[src/rtl/operand_fwd_unit.sv]
// Operand select and bypass resolution with a two-entry output/skid buffer.
// Operands are resolved in the accept cycle and never re-resolved once captured.
module operand_fwd_unit #(
  parameter int unsigned DATA_W  = 32,
  parameter int unsigned TAG_W   = 6,
  parameter int unsigned NUM_FWD = 2
) (
  input  logic                      i_clk,
  input  logic                      i_rst,
  input  logic                      i_valid,
  output logic                      o_ready,
  input  logic [1:0]                i_src1_sel,
  input  logic [1:0]                i_src2_sel,
  input  logic [DATA_W-1:0]         i_rs1,
  input  logic [DATA_W-1:0]         i_rs2,
  input  logic [DATA_W-1:0]         i_imm,
  input  logic [DATA_W-1:0]         i_pc,
  input  logic [TAG_W-1:0]          i_rs1_tag,
  input  logic [TAG_W-1:0]          i_rs2_tag,
  input  logic [NUM_FWD-1:0]        i_fwd_valid,
  input  logic [NUM_FWD*TAG_W-1:0]  i_fwd_tag,
  input  logic [NUM_FWD*DATA_W-1:0] i_fwd_data,
  input  logic                      i_flush,
  output logic                      o_valid,
  input  logic                      i_ready,
  output logic [DATA_W-1:0]         o_src1,
  output logic [DATA_W-1:0]         o_src2
);

  typedef struct packed {
    logic [DATA_W-1:0] src1;
    logic [DATA_W-1:0] src2;
  } opnd_t;

  typedef enum logic [1:0] {
    EMPTY = 2'b00,
    ONE   = 2'b01,
    TWO   = 2'b10
  } state_t;

  state_t      state_q, state_n;
  opnd_t       out_q, out_n;
  opnd_t       skid_q, skid_n;
  logic        valid_q, valid_n;
  logic        ready_q, ready_n;

  logic [DATA_W-1:0] rs1_byp, rs2_byp;
  logic              rs1_hit, rs2_hit;
  opnd_t             req;
  logic              accept, consume;

  // Lowest-index matching channel wins; tag 0 never forwards.
  always_comb begin
    rs1_byp = i_rs1;
    rs2_byp = i_rs2;
    rs1_hit = 1'b0;
    rs2_hit = 1'b0;
    for (int unsigned k = 0; k < NUM_FWD; k++) begin
      if (!rs1_hit && i_fwd_valid[k] && (i_rs1_tag != '0) &&
          (i_fwd_tag[k*TAG_W +: TAG_W] == i_rs1_tag)) begin
        rs1_hit = 1'b1;
        rs1_byp = i_fwd_data[k*DATA_W +: DATA_W];
      end
      if (!rs2_hit && i_fwd_valid[k] && (i_rs2_tag != '0) &&
          (i_fwd_tag[k*TAG_W +: TAG_W] == i_rs2_tag)) begin
        rs2_hit = 1'b1;
        rs2_byp = i_fwd_data[k*DATA_W +: DATA_W];
      end
    end
  end

  always_comb begin
    req = '0;
    case (i_src1_sel)
      2'b00:   req.src1 = rs1_byp;
      2'b01:   req.src1 = i_pc;
      default: req.src1 = '0;
    endcase
    case (i_src2_sel)
      2'b00:   req.src2 = rs2_byp;
      2'b01:   req.src2 = i_imm;
      2'b10:   req.src2 = DATA_W'(3'd4);
      default: req.src2 = '0;
    endcase
  end

  assign accept  = i_valid && ready_q;
  assign consume = valid_q && i_ready;

  // Next-state and buffer steering; flush overrides accept and consume.
  always_comb begin
    state_n = state_q;
    out_n   = out_q;
    skid_n  = skid_q;
    if (i_flush) begin
      state_n = EMPTY;
    end else begin
      case (state_q)
        EMPTY: begin
          if (accept) begin
            state_n = ONE;
            out_n   = req;
          end
        end
        ONE: begin
          if (accept && consume) begin
            out_n = req;
          end else if (accept) begin
            state_n = TWO;
            skid_n  = req;
          end else if (consume) begin
            state_n = EMPTY;
          end
        end
        TWO: begin
          if (consume) begin
            state_n = ONE;
            out_n   = skid_q;
          end
        end
        default: state_n = EMPTY;
      endcase
    end
    valid_n = (state_n != EMPTY);
    ready_n = (state_n != TWO);
  end

  always_ff @(posedge i_clk or posedge i_rst) begin
    if (i_rst) begin
      state_q <= EMPTY;
      out_q   <= '0;
      skid_q  <= '0;
      valid_q <= 1'b0;
      ready_q <= 1'b1;
    end else begin
      state_q <= state_n;
      out_q   <= out_n;
      skid_q  <= skid_n;
      valid_q <= valid_n;
      ready_q <= ready_n;
    end
  end

  assign o_valid = valid_q;
  assign o_ready = ready_q;
  assign o_src1  = out_q.src1;
  assign o_src2  = out_q.src2;

endmodule

[config.mk]
export PLATFORM = sky130hd
export DESIGN_NAME = operand_fwd_unit
export DESIGN_NICKNAME = d
export VERILOG_FILES = /design/src/rtl/operand_fwd_unit.sv
export SDC_FILE = /design/constraint.sdc
export NUM_CORES = 1
export LEC_CHECK = 0
export CORE_MARGIN = 2
export CORE_UTILIZATION = 40
export CTS_CLUSTER_SIZE = 12
export DETAILED_ROUTE_END_ITERATION = 6
export GPL_TIMING_DRIVEN = 0
export PLACE_DENSITY = 0.7
export SLEW_MARGIN = 20
export SYNTH_ARGS = -nofsm -noshare
export SYNTH_HDL_FRONTEND = slang
export SYNTH_SLANG_ARGS = --single-unit
[constraint.sdc]
create_clock -name i_clk -period 12.6 [get_ports i_clk]
set_clock_uncertainty 0.05 [all_clocks]
set_input_delay 2.52 -clock i_clk [delete_from_list [all_inputs] [get_ports i_clk]]
set_output_delay 2.52 -clock i_clk [all_outputs]
set_load 0.01 [all_outputs]
==> results.md, run 1 <==
- Worst skew pair latency: 440 ps
- Worst setup path class: in2reg
- Hold Vio Cnt, Final: 0
- First-pass GRT wire length: 59630 um
- Avg Cell Area, Syn: 8.446 um^2
- Hold Crit Endpoint: skid_q[56]
- Setup Viol. Count Final: 0
- TNS Setup: 0 ps
- H-tree depth: 4
- Register-to-register setup slack: 9560 ps
- Worst-Margin Slew: 775.5 ps
- Power Total: 1.847 mW
- Synth async-reset ratio: 100.0%
- WL/cell: 24.74 um
- Final Non-Filler Cells: 1638
- Cell count after placement: 1606
- Ports: 293
- Util after Layout: 58.55%
- Row cnt: 54
- Synth Cell Area: 8733 um^2
- Die width: 151.8 um
- Drt via density: 6.477
- CTS clock-pin slew for the worst setup and hold paths: 60 ps
- Synth unique cells: 43
- Port bufs: 291
- Worst min path class: reg2reg
- Crit share post-route: 40.57%
- Most frequent cells in the layout: clkdlybuf4s50_1 (291), dfrtp_1 (131), clkbuf_1 (106), nand2_1 (100), o21ai_0 (91)
- Req. time, crit path: 12870 ps
- Slew margin rel.: 48.30%
- FF+latch count, synth: 132
- Vias in the first global route: 10155
- Fillers: 2005
- Drt first-iter violations: 1050
- Reg-to-reg endpoint: o_src2[9]
- Post-CTS Hold Fix Bufs: 0
- GRT Residual Overflow: 0
- Min-delay src: skid_q[56]
- Reg2reg start: o_ready
- Main synth FF type: dfrtp_1
- Nets: 1572
- Share of cells above drive strength 1: 6.112%
- WHS: 427.0 ps
- Final Wtd Congestion: 0.9746
- Post-synth EDFFs: 0
- Die area: 23030 um^2
- Peak VDD IR: 0.08212 mV
- RSZ-0062 raised after global routing: false
- Most common cell after layout, fill and taps aside: clkdlybuf4s50_1
- CTS tree: built
- Total global-route track usage: 34.86%
- Total CTS buffers: 17
- Peak Freq: 0.1956 GHz
- Area growth from synthesis to layout: 44.96%
- Status: completed
- Initial antenna violation count: 3
- Place WS: 7096 ps
- Post-layout worst setup margin: 7489 ps
- Syn nets: 1261
- Max cap viols: 0
- Hpwl dp: 30940 um
- Worst reg2reg path depth: 9
- CTS Root Cell: clkbuf_16
- Crit path time final: 5111 ps
- Router iterations before antenna repair: 7
- Setup bufs post-CTS: 0
- Yosys warning total: 0
- Final Cell Area: 12660 um^2
- PostCTS Resize Cnt: 0
- Crit path DAT: 5380 ps
- Crit. End Element: flip-flop
- DRC viols: 0
- Power Density: 145.9 nW/um^2
- Wirelength, routed: 40530 um
- Antenna-violating nets left: 0
- Largest net degree at the start of global routing: 96
- Vert. Die Dim: 151.8 um
- Core area: 21620 um^2
- CTS Buffer Depth: 2
- Register area share after synthesis: 37.84%
- Clk sink count: 132
- Number of stages on the worst hold path: 2
- Gate Count Post-Synth: 1034
- Max Slew Vio Count: 0
- DP Area: 12030 um^2
- Critical Path Source Type: input pin
- Static Leak: 4.738 nW
- Vias: 10609
- Crit Path Max Fanout: 10
- Diode count: 0
- Initial Utilization: 40.39%
==> synth_stat cells (2+ instances only) <==
cell	number	area share (%)
a211o_1	2	0.20
a211oi_1	32	2.8
a21oi_1	65	3.7
a221oi_1	3	0.30
a221oi_2	30	5.2
a22o_1	31	3.1
a31oi_1	32	2.3
and2_1	34	2.4
and3_1	2	0.14
buf_1	4	0.17
buf_2	9	0.52
buf_4	2	0.17
buf_6	2	0.26
clkbuf_1	106	4.6
dfrtp_1	131	38
inv_1	6	0.26
nand2_1	100	4.3
nand2b_1	2	0.14
nand3_1	4	0.23
nand4_1	35	2.5
nor2_1	72	3.1
nor2b_1	3	0.21
nor3_1	31	1.8
nor4_1	32	2.3
o21ai_0	91	5.2
o21ai_1	8	0.46
o311a_1	31	3.6
o31ai_1	63	5.4
o41ai_1	32	3.2
or3_1	3	0.21
xnor2_1	23	2.3
xor2_1	2	0.20
==> flip-flops by register name, summed over array words and instances, names as in the netlist <==
name     flops
o_src2      32
o_valid      1
skid_q      64
o_ready      1
o_src1      32
state_q      2
==> power by group <==
group,switching [mW],leakage [nW],total (mW),internal (mW)
clock network,0.218,0.308,0.542,0.324
logic,0.310,2.73,0.633,0.323
registers,0.0936,1.70,0.672,0.578
total,0.622,4.74,1.85,1.22
==> worst max-delay path, stage by stage <==
cell and delay [ps]:
clkdlybuf4s50_1 480, nor2_1 270, and3_1 230, clkbuf_1 290
or3_1 160, clkbuf_1 260, clkbuf_1 410, a31oi_1 310
a211oi_1 340, o21ai_1 110
==> area by class of cell <==
class | count | area, um^2 | area share [%]
Tap cell | 280 | 350.3 | 2.767
Buffer | 124 | 500.5 | 3.953
Timing Repair Buffer | 292 | 2940 | 23.23
Inverter | 6 | 30.03 | 0.2372
Sequential cell | 132 | 3304 | 26.10
Clock inverter | 14 | 188.9 | 1.492
Clock buffer | 18 | 439.2 | 3.469
Multi-Input combinational cell | 772 | 4906 | 38.75
==> metal layers <==
layer	wire length [um]	vias up	track usage (%)
met5	24	-	0
met4	1831	4	14.91
met3	5093	123	8.922
met2	18540	784	55.38
met1	15040	5089	45.09
li1	-	4609	-
==> kinds of logic (layout without fill, tap and decap cells) <==
logic type,count (synthesis),in the layout,share of synthesized area (%)
and+or+nand+nor,321,321,17.65
muxes,1,1,0.1719
DFF,132,132,37.84
buffers and inverters,130,454,5.988
xor gates and xnor gates,25,25,2.507
AOI/OAI and AO/OA,425,425,35.85
==> how the worst max path moves through the flow <==
stage	startpoint	endpoint	slack, ps
after floorplan	i_rst	o_src1[0]	6510
after global routing	i_rs1_tag[3]	o_src1[25]	7340
after detailed placement	i_rs1_tag[1]	o_src1[25]	7100
after global placement	i_rst	o_src2[12]	4330
after CTS	i_rs1_tag[1]	o_src1[25]	7540
final	i_rs1_tag[1]	o_src1[25]	7490
(Power assumes the default switching activity.)
==> run 2: changes to the inputs <==
--- a/config.mk
+++ b/config.mk
@@ -10,7 +10,7 @@
 export CTS_CLUSTER_SIZE = 12
 export DETAILED_ROUTE_END_ITERATION = 6
 export GPL_TIMING_DRIVEN = 0
-export PLACE_DENSITY = 0.7
+export PLACE_DENSITY = 0.72
 export SLEW_MARGIN = 20
 export SYNTH_ARGS = -nofsm -noshare
 export SYNTH_HDL_FRONTEND = slang
==> constraint.sdc (replaced) <==
create_clock -name i_clk -period 4.2 [get_ports i_clk]
set_clock_uncertainty 0.05 [all_clocks]
set_input_delay 0.84 -clock i_clk [delete_from_list [all_inputs] [get_ports i_clk]]
set_output_delay 0.84 -clock i_clk [all_outputs]
set_load 0.01 [all_outputs]
==> results.md, run 2 (same netlist as run 1, synthesis figures left out) <==
- Worst min path class: reg2reg
- TNS Setup: 0 ps
- CTS Root Cell: clkbuf_16
- Final Wtd Congestion: 0.9782
- Power Density: 424.8 nW/um^2
- Ports: 293
- Worst reg2reg path depth: 9
- Total CTS buffers: 17
- Hold Vio Cnt, Final: 0
- Port bufs: 291
- Post-layout worst setup margin: 781.4 ps
- Reg2reg start: o_ready
- Slew margin rel.: 44.41%
- Vert. Die Dim: 151.8 um
- Die area: 23030 um^2
- Place WS: 466.8 ps
- Peak Freq: 0.2925 GHz
- Wirelength, routed: 40420 um
- WL/cell: 24.57 um
- CTS tree: built
- WHS: 427.3 ps
- Crit path time final: 3419 ps
- Top reg by flops: skid_q
- Status: completed
- Max reg flops: 64
- Worst skew pair latency: 430 ps
- Number of stages on the worst hold path: 2
- Power Total: 5.382 mW
- Area growth from synthesis to layout: 45.07%
- Req. time, crit path: 4460 ps
- H-tree depth: 4
- Drt via density: 6.440
- Vias in the first global route: 10260
- PostCTS Resize Cnt: 0
- Share of cells above drive strength 1: 6.176%
- Worst setup path class: in2reg
- Most frequent cells in the layout: clkdlybuf4s50_1 (291), dfrtp_1 (131), clkbuf_1 (107), nand2_1 (100), o21ai_0 (91)
- Row cnt: 54
- Clk sink count: 132
- Most common cell after layout, fill and taps aside: clkdlybuf4s50_1
- Peak VDD IR: 0.2274 mV
- Die width: 151.8 um
- DRC viols: 0
- Vias: 10594
- Static Leak: 4.729 nW
- Crit Path Max Fanout: 10
- Register-to-register setup slack: 1130 ps
- Initial antenna violation count: 6
- Critical Path Source Type: input pin
- Max Slew Vio Count: 0
- Initial Utilization: 40.39%
- RSZ-0062 raised after global routing: false
- Crit path DAT: 3680 ps
- CTS Buffer Depth: 2
- Post-CTS Hold Fix Bufs: 0
- Final Cell Area: 12670 um^2
- First-pass GRT wire length: 60060 um
- DP Area: 12090 um^2
- Hpwl dp: 30950 um
- GRT Residual Overflow: 0
- Drt first-iter violations: 984
- Nets: 1575
- Worst-Margin Slew: 829.4 ps
- Crit share post-route: 81.40%
- Min-delay src: skid_q[55]
- Setup Viol. Count Final: 0
- Core area: 21620 um^2
- Reg-to-reg endpoint: o_src2[9]
- Router iterations before antenna repair: 6
- Antenna-violating nets left: 0
- Crit. End Element: flip-flop
- Total global-route track usage: 35.17%
- Largest net degree at the start of global routing: 32
- CTS clock-pin slew for the worst setup and hold paths: 60 ps
- Hold Crit Endpoint: skid_q[55]
- Setup bufs post-CTS: 0
- Max cap viols: 0
==> run 2: cell count changes in the layout (fill, tap and decap cells not counted), moves of 2 or more <==
| cell | before | now |
|---|---|---|
| clkinvlp_4 | 1 | 3 |
| inv_8 | 4 | 0 |
| buf_12 | 0 | 3 |
| clkbuf_8 | 1 | 3 |
| bufinv_16 | 3 | 1 |
| inv_6 | 5 | 3 |
| diode_2 | 0 | 5 |
==> run 2: cell type report <==
| class | instances | area (um^2) |
|---|---|---|
| clock buffers | 21 | 470.5 |
| plain buffers | 124 | 500.5 |
| inverters | 6 | 26.28 |
| clock inverters | 10 | 98.84 |
| repair buffers | 295 | 3000 |
| fillers | 2029 | 8951 |
| flip-flops and latches | 132 | 3304 |
| well taps | 280 | 350.3 |
| multi-input cells | 772 | 4906 |
| diodes | 5 | 12.51 |
==> run 2: worst max path at each step <==
| stage | from | end | slack, ps | depth (start not counted) |
|---|---|---|---|---|
| after floorplan | i_rs2_tag[5] | skid_q[14] | 1540 | 8 |
| after global placement | i_rst | o_src2[12] | 340 | 2 |
| after detailed placement | i_ready | o_src2[13] | 470 | 10 |
| after CTS | i_ready | o_src2[9] | 880 | 10 |
| after global routing | i_rs1_tag[1] | o_src1[25] | 630 | 10 |
| final | i_ready | o_src2[9] | 780 | 10 |
==> run 2: layer usage <==
metal	vias up	part of all wire, %	GRT usage (%)
met1	5043	39	45.18
li1	4631	-	-
met4	0	5.6	17.92
met5	-	0	0
met3	160	11	8.832
met2	760	45	54.93
==> run 2: critical path, stage by stage <==
cell             delay [ps]
clkdlybuf4s50_1         480
nand2_1                  90
nand2_1                 120
and2_1                  160
o21ba_2                 120
clkbuf_1                370
clkbuf_1                570
clkbuf_1                580
nor2_1                   90
nor4_1                  240
==> run 2: power breakdown <==
part	leakage [nW]	internal [mW]	switching [mW]
registers	1.70	1.74	0.277
clock network	0.276	0.863	0.606
logic	2.76	0.974	0.926
total	4.73	3.57	1.81
==> run 2: metrics by stage <==
stage                     instances  util [%]
final                          1645     58.60
after detailed placement       1609     55.91
after floorplan                1034         -
after global placement         1605     55.50
after global routing           1644     58.59
after CTS                      1640     58.54
==> run 3: changes to the inputs <==
--- a/config.mk
+++ b/config.mk
@@ -10,7 +10,7 @@
 export CTS_CLUSTER_SIZE = 12
 export DETAILED_ROUTE_END_ITERATION = 6
 export GPL_TIMING_DRIVEN = 0
-export PLACE_DENSITY = 0.72
+export PLACE_DENSITY = 0.7
 export SLEW_MARGIN = 20
 export SYNTH_ARGS = -nofsm -noshare
 export SYNTH_HDL_FRONTEND = slang
==> constraint.sdc (replaced) <==
create_clock -name i_clk -period 3.3 [get_ports i_clk]
set_clock_uncertainty 0.05 [all_clocks]
set_input_delay 0.66 -clock i_clk [delete_from_list [all_inputs] [get_ports i_clk]]
set_output_delay 0.66 -clock i_clk [all_outputs]
set_load 0.01 [all_outputs]
==> results.md, run 3 (same netlist as run 1, synthesis figures left out) <==
- Setup bufs post-CTS: 0
- Crit. End Element: flip-flop
- CTS Root Cell: clkbuf_16
- Worst-Margin Slew: 807.1 ps
- Crit Path Max Fanout: 10
- Largest net degree at the start of global routing: 33
- Nets: 1575
- Slowest stage delay, CP: 680 ps
- GRT Residual Overflow: 0
- Req. time, crit path: 3560 ps
- CTS Buffer Depth: 2
- Port bufs: 291
- Top reg by flops: skid_q
- Core area: 21620 um^2
- Critical Path Source Type: input pin
- Drt first-iter violations: 1088
- Initial antenna violation count: 4
- Status: completed
- Fillers: 1990
- H-tree depth: 4
- Crit path time final: 3231 ps
- Hpwl dp: 30880 um
- Clk sink count: 132
- Power Density: 552.9 nW/um^2
- Max Slew Vio Count: 0
- Die width: 151.8 um
- Util after Layout: 58.76%
- CTS clock-pin slew for the worst setup and hold paths: 60 ps
- CTS tree: built
- Worst skew pair latency: 430 ps
- WL/cell: 24.60 um
- Slowest CP cell: nor3_2
- Slew margin rel.: 46.19%
- Drt via density: 6.425
- Vias: 10557
- Row cnt: 54
- Peak Freq: 0.3095 GHz
- Register-to-register setup slack: 240 ps
- RSZ-0062 raised after global routing: false
- Crit path DAT: 3490 ps
- Hold Vio Cnt, Final: 0
- Most frequent cells in the layout: clkdlybuf4s50_1 (291), dfrtp_1 (131), clkbuf_1 (103), nand2_1 (100), o21ai_0 (91)
- Final Wtd Congestion: 0.9717
- Vias in the first global route: 10258
- Worst min path class: reg2reg
- Worst setup path class: in2reg
- WHS: 423.6 ps
- Setup Viol. Count Final: 0
- First-pass GRT wire length: 60070 um
- Total CTS buffers: 17
- DRC viols: 0
- Initial Utilization: 40.39%
- Max reg flops: 64
- Peak VDD IR: 0.3126 mV
- Vert. Die Dim: 151.8 um
- CP Cell Sequence: clkdlybuf4s50_1 -> xnor2_1 -> nand4_1 -> nor3_2 -> buf_2 -> a221oi_2 -> o311a_1 -> nor4_1
- Static Leak: 4.761 nW
- Total global-route track usage: 35.14%
- Crit share post-route: 97.91%
- Die area: 23030 um^2
- Most common cell after layout, fill and taps aside: clkdlybuf4s50_1
- Router iterations before antenna repair: 5
- Share of cells above drive strength 1: 6.539%
- Max cap viols: 0
- Area growth from synthesis to layout: 45.47%
- Post-layout worst setup margin: 68.99 ps
- Ports: 293
- Place WS: -271.8 ps
- Antenna-violating nets left: 0
- Wirelength, routed: 40420 um
## run 3: cell count changes in the layout (fill, tap and decap cells not counted)
cell        change
buf_12          +1
buf_16          -1
bufinv_16       +2
clkbuf_1        -4
clkbuf_2        +4
clkbuf_8        -2
clkinv_4        -1
clkinvlp_4      -1
diode_2         -3
inv_6           +2
inv_8           +1
## run 3: metal layers
layer  GRT usage (%)  up-vias  part of all wire (%)
met3           9.940      125                    12
met5               0        -                 0.032
met4           19.17        2                   5.3
met2           54.53      738                    45
met1           44.25     5067                    38
li1                -     4625                     -
## run 3: final cells by class
type                       count  area [um^2]  share of cell area (%)
sequential                   132         3304                   26.01
clock inverter                13        171.4                   1.349
clock buffer                  19        442.9                   3.486
tap                          280        350.3                   2.758
inverter                       6        26.28                  0.2068
buffer                       124        505.5                   3.979
antenna                        2        5.005                 0.03939
timing repair buffer         295         2993                   23.56
multi-input combinational    772         4906                   38.62
## run 3: per-stage QoR
stage / area [um^2] / setup TNS, ps / std cells / total power, mW
2_1_floorplan: 8737 / 0 / 1034 / 3.608
3_3_place_gp: 12000 / -56990 / 1605 / 4.896
3_5_place_dp: 12080 / -12620 / 1609 / 4.960
4_1_cts: 12690 / 0 / 1641 / 6.995
5_1_grt: 12700 / 0 / 1642 / 7.348
6_report: 12700 / 0 / 1643 / 7.024
## run 3: final timing paths
kind / from / to / depth (start not counted)
max in group asynchronous: i_rst / o_src2[8] / 4
worst min register to register: skid_q[40] / skid_q[40] / 2
worst max register to register: o_ready / o_src2[3] / 9
worst max-delay path: i_rs2_tag[2] / o_src2[23] / 8
min in group asynchronous: i_rst / o_src1[27] / 2
worst min-delay path: skid_q[40] / skid_q[40] / 2
## run 3: worst max-delay path: cells and delay by family
kind	cells	cell delay [ps]
simple gates	3	1200
xor+xnor	1	140
compound gates	2	430
buf+inv	2	1030
## run 3: what timing repair did
item | 4_1_cts | 5_1_grt
hold buffers | 0 | 0
gates resized for setup | 0 | 8
setup endpoints to repair | 0 | 18
## run 3: power by group
part / leakage [nW] / switching (mW) / internal, mW / total [mW]
registers: 1.70 / 0.356 / 2.21 / 2.56
logic: 2.76 / 1.19 / 1.24 / 2.42
clock network: 0.301 / 0.811 / 1.22 / 2.03
